--- src/rtl/seg_pkg.sv ---
// rtl/seg_pkg.sv - segment patterns, bit positions and scan state for seg_scan_ctrl
package seg_pkg;

    // Patterns are {a,b,c,d,e,f,g} in bits 6..0
    localparam logic [6:0] SEG_0     = 7'h7E;
    localparam logic [6:0] SEG_1     = 7'h30;
    localparam logic [6:0] SEG_2     = 7'h6D;
    localparam logic [6:0] SEG_3     = 7'h79;
    localparam logic [6:0] SEG_4     = 7'h33;
    localparam logic [6:0] SEG_5     = 7'h5B;
    localparam logic [6:0] SEG_6     = 7'h5F;
    localparam logic [6:0] SEG_7     = 7'h70;
    localparam logic [6:0] SEG_8     = 7'h7F;
    localparam logic [6:0] SEG_9     = 7'h7B;
    localparam logic [6:0] SEG_A     = 7'h77;
    localparam logic [6:0] SEG_B     = 7'h1F;
    localparam logic [6:0] SEG_C     = 7'h4E;
    localparam logic [6:0] SEG_D     = 7'h3D;
    localparam logic [6:0] SEG_E     = 7'h4F;
    localparam logic [6:0] SEG_F     = 7'h47;
    localparam logic [6:0] SEG_BLANK = 7'h00;

    localparam int SEG_DP_BIT = 7;
    localparam int SEG_A_BIT  = 6;
    localparam int SEG_B_BIT  = 5;
    localparam int SEG_C_BIT  = 4;
    localparam int SEG_D_BIT  = 3;
    localparam int SEG_E_BIT  = 2;
    localparam int SEG_F_BIT  = 1;
    localparam int SEG_G_BIT  = 0;

    typedef enum logic [1:0] {
        IDLE  = 2'd0,
        BLANK = 2'd1,
        DRIVE = 2'd2
    } scan_state_e;

endpackage

--- src/rtl/seg_hex_decode.sv ---
// rtl/seg_hex_decode.sv - combinational hex nibble to 7-segment pattern
module seg_hex_decode
    import seg_pkg::*;
(
    input  logic [3:0] nibble_i,
    output logic [6:0] seg_o
);

    always_comb begin
        seg_o = SEG_BLANK;
        case (nibble_i)
            4'h0: seg_o = SEG_0;
            4'h1: seg_o = SEG_1;
            4'h2: seg_o = SEG_2;
            4'h3: seg_o = SEG_3;
            4'h4: seg_o = SEG_4;
            4'h5: seg_o = SEG_5;
            4'h6: seg_o = SEG_6;
            4'h7: seg_o = SEG_7;
            4'h8: seg_o = SEG_8;
            4'h9: seg_o = SEG_9;
            4'hA: seg_o = SEG_A;
            4'hB: seg_o = SEG_B;
            4'hC: seg_o = SEG_C;
            4'hD: seg_o = SEG_D;
            4'hE: seg_o = SEG_E;
            4'hF: seg_o = SEG_F;
            default: seg_o = SEG_BLANK;
        endcase
    end

endmodule

--- src/rtl/seg_scan_ctrl.sv ---
// rtl/seg_scan_ctrl.sv - multiplexed 7-segment scan controller with frame-aligned updates
// Optional leading-zero suppression: define SEG_SCAN_LEADING_ZERO_BLANK_EN
module seg_scan_ctrl
    import seg_pkg::*;
#(
    parameter int DIGITS       = 4,
    parameter int CLK_DIV      = 1000,
    parameter int BLANK_CYCLES = 16
) (
    input  logic                  clk,
    input  logic                  rst_n,
    input  logic                  enable,
    input  logic                  wr_valid,
    output logic                  wr_ready,
    input  logic [4*DIGITS-1:0]   wr_data,
    input  logic [DIGITS-1:0]     wr_dp,
    output logic [7:0]            seg_out,
    output logic [DIGITS-1:0]     dig_sel,
    output logic                  frame_done
);

    localparam int DRIVE_CYCLES = CLK_DIV - BLANK_CYCLES;
    localparam int CNT_W        = $clog2(CLK_DIV + 1);
    localparam int IDX_W        = (DIGITS > 1) ? $clog2(DIGITS) : 1;

    localparam logic [IDX_W-1:0] LAST_IDX   = IDX_W'(DIGITS - 1);
    localparam logic [CNT_W-1:0] BLANK_LAST = CNT_W'(BLANK_CYCLES - 1);
    localparam logic [CNT_W-1:0] DRIVE_LAST = CNT_W'(DRIVE_CYCLES - 1);

    scan_state_e         state_q, state_d;
    logic [IDX_W-1:0]    idx_q, idx_d;
    logic [CNT_W-1:0]    cnt_q, cnt_d;
    logic [4*DIGITS-1:0] disp_data_q, pend_data_q;
    logic [DIGITS-1:0]   disp_dp_q, pend_dp_q;
    logic                pend_vld_q;
    logic [7:0]          seg_q, seg_d;
    logic [DIGITS-1:0]   dig_q, dig_d;
    logic                frame_q, frame_d;

    logic                boundary;
    logic                accept;
    logic [3:0]          cur_nib;
    logic                cur_dp;
    logic [6:0]          dec_seg;
    logic [6:0]          digit_seg;

    always_comb begin
        state_d = state_q;
        idx_d   = idx_q;
        cnt_d   = cnt_q;
        if (!enable) begin
            state_d = IDLE;
            idx_d   = '0;
            cnt_d   = '0;
        end else begin
            case (state_q)
                IDLE: begin
                    state_d = BLANK;
                    idx_d   = '0;
                    cnt_d   = '0;
                end
                BLANK: begin
                    if (cnt_q == BLANK_LAST) begin
                        state_d = DRIVE;
                        cnt_d   = '0;
                    end else begin
                        cnt_d = cnt_q + 1'b1;
                    end
                end
                DRIVE: begin
                    if (cnt_q == DRIVE_LAST) begin
                        state_d = BLANK;
                        cnt_d   = '0;
                        idx_d   = (idx_q == LAST_IDX) ? '0 : idx_q + 1'b1;
                    end else begin
                        cnt_d = cnt_q + 1'b1;
                    end
                end
                default: begin
                    state_d = IDLE;
                    idx_d   = '0;
                    cnt_d   = '0;
                end
            endcase
        end
    end

    // The last DRIVE cycle of the last digit is where pending data is committed
    assign boundary = (state_q == DRIVE) && (idx_q == LAST_IDX) && (cnt_q == DRIVE_LAST);
    assign accept   = wr_valid && !pend_vld_q;

    assign cur_nib = disp_data_q[{idx_d, 2'b00} +: 4];
    assign cur_dp  = disp_dp_q[idx_d];

    seg_hex_decode u_dec (
        .nibble_i (cur_nib),
        .seg_o    (dec_seg)
    );

`ifdef SEG_SCAN_LEADING_ZERO_BLANK_EN
    logic [DIGITS-1:0] lz_sup;
    logic              hi_nz;

    always_comb begin
        lz_sup = '0;
        hi_nz  = 1'b0;
        for (int i = DIGITS - 1; i > 0; i--) begin
            hi_nz     = hi_nz | (|disp_data_q[4*i +: 4]);
            lz_sup[i] = !hi_nz;
        end
    end

    assign digit_seg = lz_sup[idx_d] ? SEG_BLANK : dec_seg;
`else
    assign digit_seg = dec_seg;
`endif

    // Outputs are derived from next-state so the flops line up with the state
    always_comb begin
        seg_d   = '0;
        dig_d   = '0;
        frame_d = 1'b0;
        if (state_d == DRIVE) begin
            dig_d                       = DIGITS'(1) << idx_d;
            seg_d[SEG_DP_BIT]           = cur_dp;
            seg_d[SEG_A_BIT:SEG_G_BIT]  = digit_seg;
            frame_d                     = (idx_d == LAST_IDX) && (cnt_d == DRIVE_LAST);
        end
    end

    always_ff @(posedge clk) begin
        if (!rst_n) begin
            state_q     <= IDLE;
            idx_q       <= '0;
            cnt_q       <= '0;
            disp_data_q <= '0;
            disp_dp_q   <= '0;
            pend_data_q <= '0;
            pend_dp_q   <= '0;
            pend_vld_q  <= 1'b0;
            seg_q       <= '0;
            dig_q       <= '0;
            frame_q     <= 1'b0;
        end else begin
            state_q <= state_d;
            idx_q   <= idx_d;
            cnt_q   <= cnt_d;
            seg_q   <= seg_d;
            dig_q   <= dig_d;
            frame_q <= frame_d;
            if (accept) begin
                pend_data_q <= wr_data;
                pend_dp_q   <= wr_dp;
                pend_vld_q  <= 1'b1;
            end else if (boundary && pend_vld_q) begin
                disp_data_q <= pend_data_q;
                disp_dp_q   <= pend_dp_q;
                pend_vld_q  <= 1'b0;
            end
        end
    end

    assign wr_ready   = !pend_vld_q;
    assign seg_out    = seg_q;
    assign dig_sel    = dig_q;
    assign frame_done = frame_q;

endmodule

--- config.mk ---
export PLATFORM = sky130hd
export DESIGN_NAME = seg_scan_ctrl
export DESIGN_NICKNAME = d
export VERILOG_FILES = /design/src/rtl/seg_pkg.sv /design/src/rtl/seg_hex_decode.sv /design/src/rtl/seg_scan_ctrl.sv
export SDC_FILE = /design/constraint.sdc
export NUM_CORES = 1
export LEC_CHECK = 0
export ABC_AREA = 1
export CAP_MARGIN = 30
export CORE_MARGIN = 3
export CORE_UTILIZATION = 50
export DETAILED_ROUTE_END_ITERATION = 16
export GPL_TIMING_DRIVEN = 1
export PLACE_DENSITY = 0.73
export SYNTH_ARGS = -nofsm -noshare
export SYNTH_HDL_FRONTEND = slang
export SYNTH_SLANG_ARGS = --single-unit
--- constraint.sdc ---
create_clock -name clk -period 2.7 [get_ports clk]
set_input_delay 0.27 -clock clk [delete_from_list [all_inputs] [get_ports clk]]
set_output_delay 0.27 -clock clk [all_outputs]
set_load 0.01 [all_outputs]
==> impl_results.md, run 1 <==
* Clock latency on the worst-skew pair at 0.35 ns
* CTS Buf Count at 9
* Post-synthesis adder-cell area fraction at 5.26%
* Post-detail-place hpwl at 4660 um
* Worst-path fanout max at 13
* Antenna-violating nets left at 0
* Routability cong. at 0.932
* Count of cell types in the netlist at 30
* Post-synthesis sequential area ratio at 44.0%
* Post-Place Cell Area at 3520 sq um
* Post-route cell area at 3800 sq um
* CP Capture Type: flop
* Fin crit period at 2.49 ns
* Cts-stage hold buffer count at 0
* CP Launch Type: flop
* Worst Clk Skew at 0.0122 ns
* Vias in the first global route at 2565
* Cell Area, Synth at 3090 sq um
* Maximum root-to-sink buffer count at 2
* Fill cell count at 536
* Post-route clock period utilization at 92.3%
* Post-synthesis average cell area at 7.32 sq um
* Vias per cell at 5.15
* Largest net degree at the start of global routing at 43
* Final hold violations at 0
* Crit path kind: flop to flop
* Yosys warns at 0
* Sw Share at 20.6%
* Global-route wire length before repair at 11900 um
* Initial Util at 51.9%
* Total clock sinks at 68
* Simple-Gate Fraction of Synth Area at 32.3%
* Antenna violations before repair at 0
* Final worst slack at 0.208 ns
* Pins Over Slew Limit at 0
* Number of port buffers at 37
* CTS tree: done
* Worst EP arrival at 2.74 ns
* Core area at 5960 sq um
* Slew Limit Headroom at 58.0%
* Pre-CTS setup slack at 0.170 ns
* Die extent in y at 84.6 um
* Number of cells produced by synthesis at 422
* Async set or reset register ratio after synthesis at 0%
* Final core area utilization at 63.8%
* Share of total power in combinational logic at 4.8%
* Leakage at 0.00160 uW
* Yosys reg bits at 68
* DR iter-0 viols at 118
* Clock slew at reported path FFs at 0.07 ns
* Final Setup Violations at 0
* Max_cap viols at 0
* Core Rows at 28
* H-tree depth at 3
* Die ar. at 7160 sq um
* Post-synthesis mux area share at 0%
* Ys flop type: dfxtp_1
* Total track usage at 20.6%
* Die W at 84.6 um
* Fmax achieved at 401 MHz
* Share of layout cells above drive strength 1 at 9.68%
* Int Power at 1750 uW
* Via count at 2779
* DRT Wirelength at 6710 um
* Psw at 453 uW
* Seq pwr share at 47.3%
* Status: finished clean
* Compound-gate portion of the synthesized area at 11.7%
* VDD IR max at 353 uV
* Total grt overflow at 0
* Number of synthesized flops with an enable pin at 0
* Pwr dens at 579 nW/um^2
* WP data required at 2.95 ns
* Worst-Margin Slew at 0.630 ns
* IO Pins at 38
* Nets at 497
* DR WL/cell at 12.4 um
* Layout area overhead at 23.0%
* Clock Power Share at 47.9%
* Worst Hold Class: flop to flop
* ANT cells at 0
* Largest family of logic cells by synthesized area: simple AND/OR/NAND/NOR gates
* Synth Area in XOR/XNOR at 0.850%
* DRC viols at 0
* Detailed Routing Iterations Pass 1 at 4
* Mapped Nets at 459
* Root buffer cell: clkbuf_8
## critical path: stages, from the launching register on
cell,delay [ns]
dfxtp_1,0.38
ha_1,0.22
nand2_1,0.10
nor2_1,0.17
nand2_2,0.13
a21oi_4,0.27
nand2_4,0.15
nand2_1,0.09
nand3_1,0.12
nand2_4,0.14
inv_2,0.07
ha_1,0.28
nand2_1,0.07
nand2_1,0.06
nor2_1,0.10
nor2_1,0.05
## through the flow
stage	total power [uW]	std cells	hold slack [ns]	setup TNS (ns)
3_5_place_dp	1170	523	0.473	0
2_1_floorplan	1120	422	0.406	0
4_1_cts	2210	539	0.490	0
5_1_grt	2290	540	0.516	-0.00252
6_report	2200	540	0.487	0
3_3_place_gp	1170	523	0.455	0
## kinds of logic after synthesis
logic type | after synthesis
AND/OR/NAND/NOR | 227
flip-flops | 68
AO/OA/AOI/OAI | 65
buffers and inverters | 46
adder cells (fa/ha/maj) | 13
XOR/XNOR | 3
## cells in the mapped netlist, drive strengths merged (2+ instances only)
cell type	n	area share, %
clkbuf	14	1.7
nor2	94	11
nand3b	2	0.49
inv	30	3.7
nand4	5	1.0
xor2	2	0.57
nand2	68	9.6
a21oi	9	1.9
buf	2	0.49
dfxtp	68	44
ha	13	5.3
nand3	28	4.7
nor3	29	4.7
o21ai	53	8.9
## cell type report
| cell class | count | area [sq um] | area share, % |
|---|---|---|---|
| Clock inverter | 5 | 108 | 2.83 |
| Clock buffer | 11 | 151 | 3.98 |
| Sequential cell | 68 | 1360 | 35.8 |
| Tap cell | 75 | 93.8 | 2.47 |
| Inverter | 30 | 115 | 3.03 |
| Multi-Input combinational cell | 308 | 1560 | 40.9 |
| Timing Repair Buffer | 43 | 415 | 10.9 |
## path summary, 6_finish.rpt
path	cells past startpoint	end	from	slack, ns
max	15	seg_out[3]$_SDFF_PP0_	cnt_q[0]$_SDFF_PN0_	0.21
max reg2reg	15	seg_out[3]$_SDFF_PP0_	cnt_q[0]$_SDFF_PN0_	0.21
min reg2reg	2	pend_data_q[9]$_SDFFE_PN0P_	pend_data_q[9]$_SDFFE_PN0P_	0.49
min	2	pend_data_q[9]$_SDFFE_PN0P_	pend_data_q[9]$_SDFFE_PN0P_	0.49
## cells in the final DEF, fill, tap and decap left out, drive strengths merged
master          n
buf             6
nor2           94
clkbuf         11
xor2            2
nand3          28
nand4           5
nor3           29
nand2          68
o21a            1
bufinv          3
nor3b           1
inv            30
dfxtp          68
a21o            1
o211ai          1
clkdlybuf4s50  37
ha             13
o21ai          53
a21oi           9
xnor2           1
nand3b          2
clkinv          2
## repair_timing
action / CTS / global route
buffers inserted: 0 / 1
gates resized for setup: 0 / 4
setup endpoints to repair: 0 / 5
## registers in the layout, indices dropped and copies added (netlist names)
register     count
state_q          2
disp_data_q     16
frame_done       1
seg_out          8
disp_dp_q        4
dig_sel          4
idx_q            2
pend_data_q     16
pend_vld_q       1
pend_dp_q        4
cnt_q           10
## routing by layer
metal	share of wire (%)	track usage (%)	vias up
met5	0	0	-
met4	1.8	9.50	0
met3	5.4	4.91	14
met2	45	31.3	73
met1	48	27.6	1237
li1	-	-	1455
## power by group through the flow
stage          Clock, uW  Combinational [uW]  Sequential (uW)
5_1_grt             1120                 121             1040
4_1_cts             1060                 107             1040
3_5_place_dp           0                 106             1060
3_3_place_gp           0                 104             1060
6_report            1050                 105             1040
2_1_floorplan          0                58.1             1060
Power figures use the tool's default switching activity.
==> run 2: changes to the inputs <==
==> constraint.sdc (replaced) <==
create_clock -name clk -period 3.1 [get_ports clk]
set_input_delay 0.31 -clock clk [delete_from_list [all_inputs] [get_ports clk]]
set_output_delay 0.31 -clock clk [all_outputs]
set_load 0.1 [all_outputs]
==> run 2 against run 1 <==
- final cell count decreased by 0.37%
- clock power decreased by 26%
- sequential share of layout area increased by 0.67 points
- wire length increased by 0.19%
- combinational power decreased by 6%
- clock skew decreased by 0.0021 ns
- setup slack improved by 0.33 ns
- fmax decreased by 2.9%
==> impl_results.md, run 2 (same netlist as run 1, synthesis figures left out) <==
* Vias per cell at 5.23 (+1.6%)
* Routability cong. at 0.899 (-3.5%)
* Fin crit period at 2.57 ns (+0.0733 ns)
* Slowest CP cell: dfxtp_1
* ANT cells at 0 (unchanged)
* Total clock sinks at 68 (unchanged)
* Post-cts gate resize count at 0 (unchanged)
* Maximum root-to-sink buffer count at 2 (unchanged)
* Final hold violations at 0 (unchanged)
* Cts-stage hold buffer count at 0 (unchanged)
* Detailed Routing Iterations Pass 1 at 4 (unchanged)
* Fmax achieved at 390 MHz (-2.9%)
* Layout area overhead at 20.7%
* IO Pins at 38 (unchanged)
* Total track usage at 19.8% (-0.73 points)
* Pins Over Slew Limit at 0 (unchanged)
* Largest net degree at the start of global routing at 43 (unchanged)
* Number of port buffers at 37 (unchanged)
* Most frequent CP cell: nand2_1
* Met1 Use GR at 24.8% (-2.7 points)
* Max_cap viols at 0 (unchanged)
* Vias in the first global route at 2589 (+0.94%)
* Critical Path Max Stage Delay at 0.36 ns (-0.02 ns)
* Met3 Use GR at 3.73% (-1.2 points)
* Reg2reg path depth at 15 (unchanged)
* Largest regs: disp_data_q: 16 flops, pend_data_q: 16 flops, cnt_q: 10 flops
* Clock latency on the worst-skew pair at 0.34 ns (about the same)
* Finished Layout Cells at 538 (-0.37%)
* Root buffer cell: clkbuf_8
* Die W at 84.6 um (unchanged)
* DR WL/cell at 12.5 um (+0.57%)
* CP Launch Type: flop
* Core Rows at 28 (unchanged)
* Worst hold path stage count at 1 (-1)
* Crit-path cells: ha_1 > nand2_1 > nor2_1 > nand2_2 > a21oi_4 > nand2_4 > nand2_1 > nand3_1 > nand2_1 > inv_1 > ha_1 > nand2_1 > nand2_1 > nor2_1 > nor2_1
* Most frequent cells in the layout: 93 x nor2_1, 68 x dfxtp_1, 57 x nand2_1
* CTS Buf Count at 9 (unchanged)
* # placed instances at 523 (unchanged)
* WP data required at 3.34 ns (+0.39 ns)
* Nets at 496 (-0.20%)
* Grt peak-use layer: met2
* H-tree depth at 3 (unchanged)
* Grt met2 use at 32.7% (+1.4 points)
* Via count at 2813 (+1.2%)
* Postcts setup bufs at 0 (unchanged)
* CTS tree: done
* Setup TNS at 0 ns (unchanged)
* Core area at 5960 sq um (unchanged)
* Final core area utilization at 62.6% (-1.2 points)
* Die extent in y at 84.6 um (unchanged)
* Final Setup Violations at 0 (unchanged)
* Worst-Margin Slew at 0.978 ns (+0.348 ns)
* Die ar. at 7160 sq um (unchanged)
* VDD IR max at 311 uV (-12%)
* DR iter-0 viols at 124 (+5.1%)
* Pwr dens at 477 nW/um^2 (-18%)
* Status: finished clean
* Fill cell count at 583 (+8.8%)
* CP Capture Type: flop
* Worst EP arrival at 2.80 ns (+0.06 ns)
* Global-route wire length before repair at 11600 um (-2.9%)
* Post-detail-place hpwl at 4770 um (+2.2%)
* Worst Hold Class: flop to flop
* Crit path kind: flop to flop
* Commonest non-fill, non-tap cell in the layout: nor2_1
* Share of layout cells above drive strength 1 at 8.21% (-1.5 points)
* RSZ-0062 raised after global routing: no
* DRT Wirelength at 6720 um (+0.19%)
* Slew Limit Headroom at 34.6% (-23 points)
* Antenna violations before repair at 0 (unchanged)
* Initial Util at 51.9% (unchanged)
* Worst Clk Skew at 0.0101 ns (-0.00211 ns)
* Leakage at 0.00157 uW (-2.3%)
* Worst-path fanout max at 13 (unchanged)
* Overall power at 1780 uW (-19%)
* Post-route clock period utilization at 82.7% (-9.5 points)
* Clock slew at reported path FFs at 0.07 ns (about the same)
* Antenna-violating nets left at 0 (unchanged)
* DRC viols at 0 (unchanged)
* Total grt overflow at 0 (unchanged)
run 2: cell count changes in the layout (fill, tap and decap cells not counted), moves of 2 or more:
cell,delta
clkbuf_1,+2
clkbuf_8,-2
clkinv_4,-2
clkinvlp_4,+2
nand2_1,+2
run 2: worst paths after layout:
kind / startpoint / slack, ns / endpoint
worst max-delay path: cnt_q[0]$_SDFF_PN0_ / 0.53 / seg_out[3]$_SDFF_PP0_
worst min-delay path: cnt_q[0]$_SDFF_PN0_ / 0.47 / cnt_q[0]$_SDFF_PN0_
worst max register to register: cnt_q[0]$_SDFF_PN0_ / 0.53 / seg_out[3]$_SDFF_PP0_
worst min register to register: cnt_q[0]$_SDFF_PN0_ / 0.47 / cnt_q[0]$_SDFF_PN0_
run 2: area by class of cell:
cell class | instances | area, sq um | share of cell area (%)
clock buffers | 11 | 131 | 3.52
clock inverters | 4 | 75.1 | 2.01
inverters | 30 | 115 | 3.09
multi-input cells | 308 | 1550 | 41.4
flip-flops and latches | 68 | 1360 | 36.5
well taps | 75 | 93.8 | 2.52
repair buffers | 42 | 408 | 10.9
run 2: worst max-delay path, delay by kind of cell (launching register included):
| kind | cells | cell delay (ns) |
|---|---|---|
| compound gates | 1 | 0.24 |
| fa+ha+maj | 2 | 0.51 |
| buf+inv | 1 | 0.14 |
| flops | 1 | 0.36 |
| simple gates | 11 | 1.22 |
run 2: stage by stage:
stage                     hold slack (ns)  setup slack [ns]  cell area (sq um)
final                               0.472             0.535               3730
after global routing                0.514             0.320               3730
after CTS                           0.475             0.550               3730
after detailed placement            0.466             0.543               3520
after global placement              0.455             0.689               3520
after floorplan                     0.441             0.788               3090
run 2: metal layers:
layer | vias to the layer above | wire, um
li1 | 1452 | -
met1 | 1267 | 3120
met2 | 80 | 3070
met3 | 14 | 387
met4 | 0 | 140
met5 | - | 0
run 2: power breakdown:
| group | internal [uW] | switching [uW] | leakage [uW] |
|---|---|---|---|
| Clock | 449 | 323 | 0.0000956 |
| Combinational | 47.3 | 51.5 | 0.000918 |
| Sequential | 895 | 12.4 | 0.000553 |
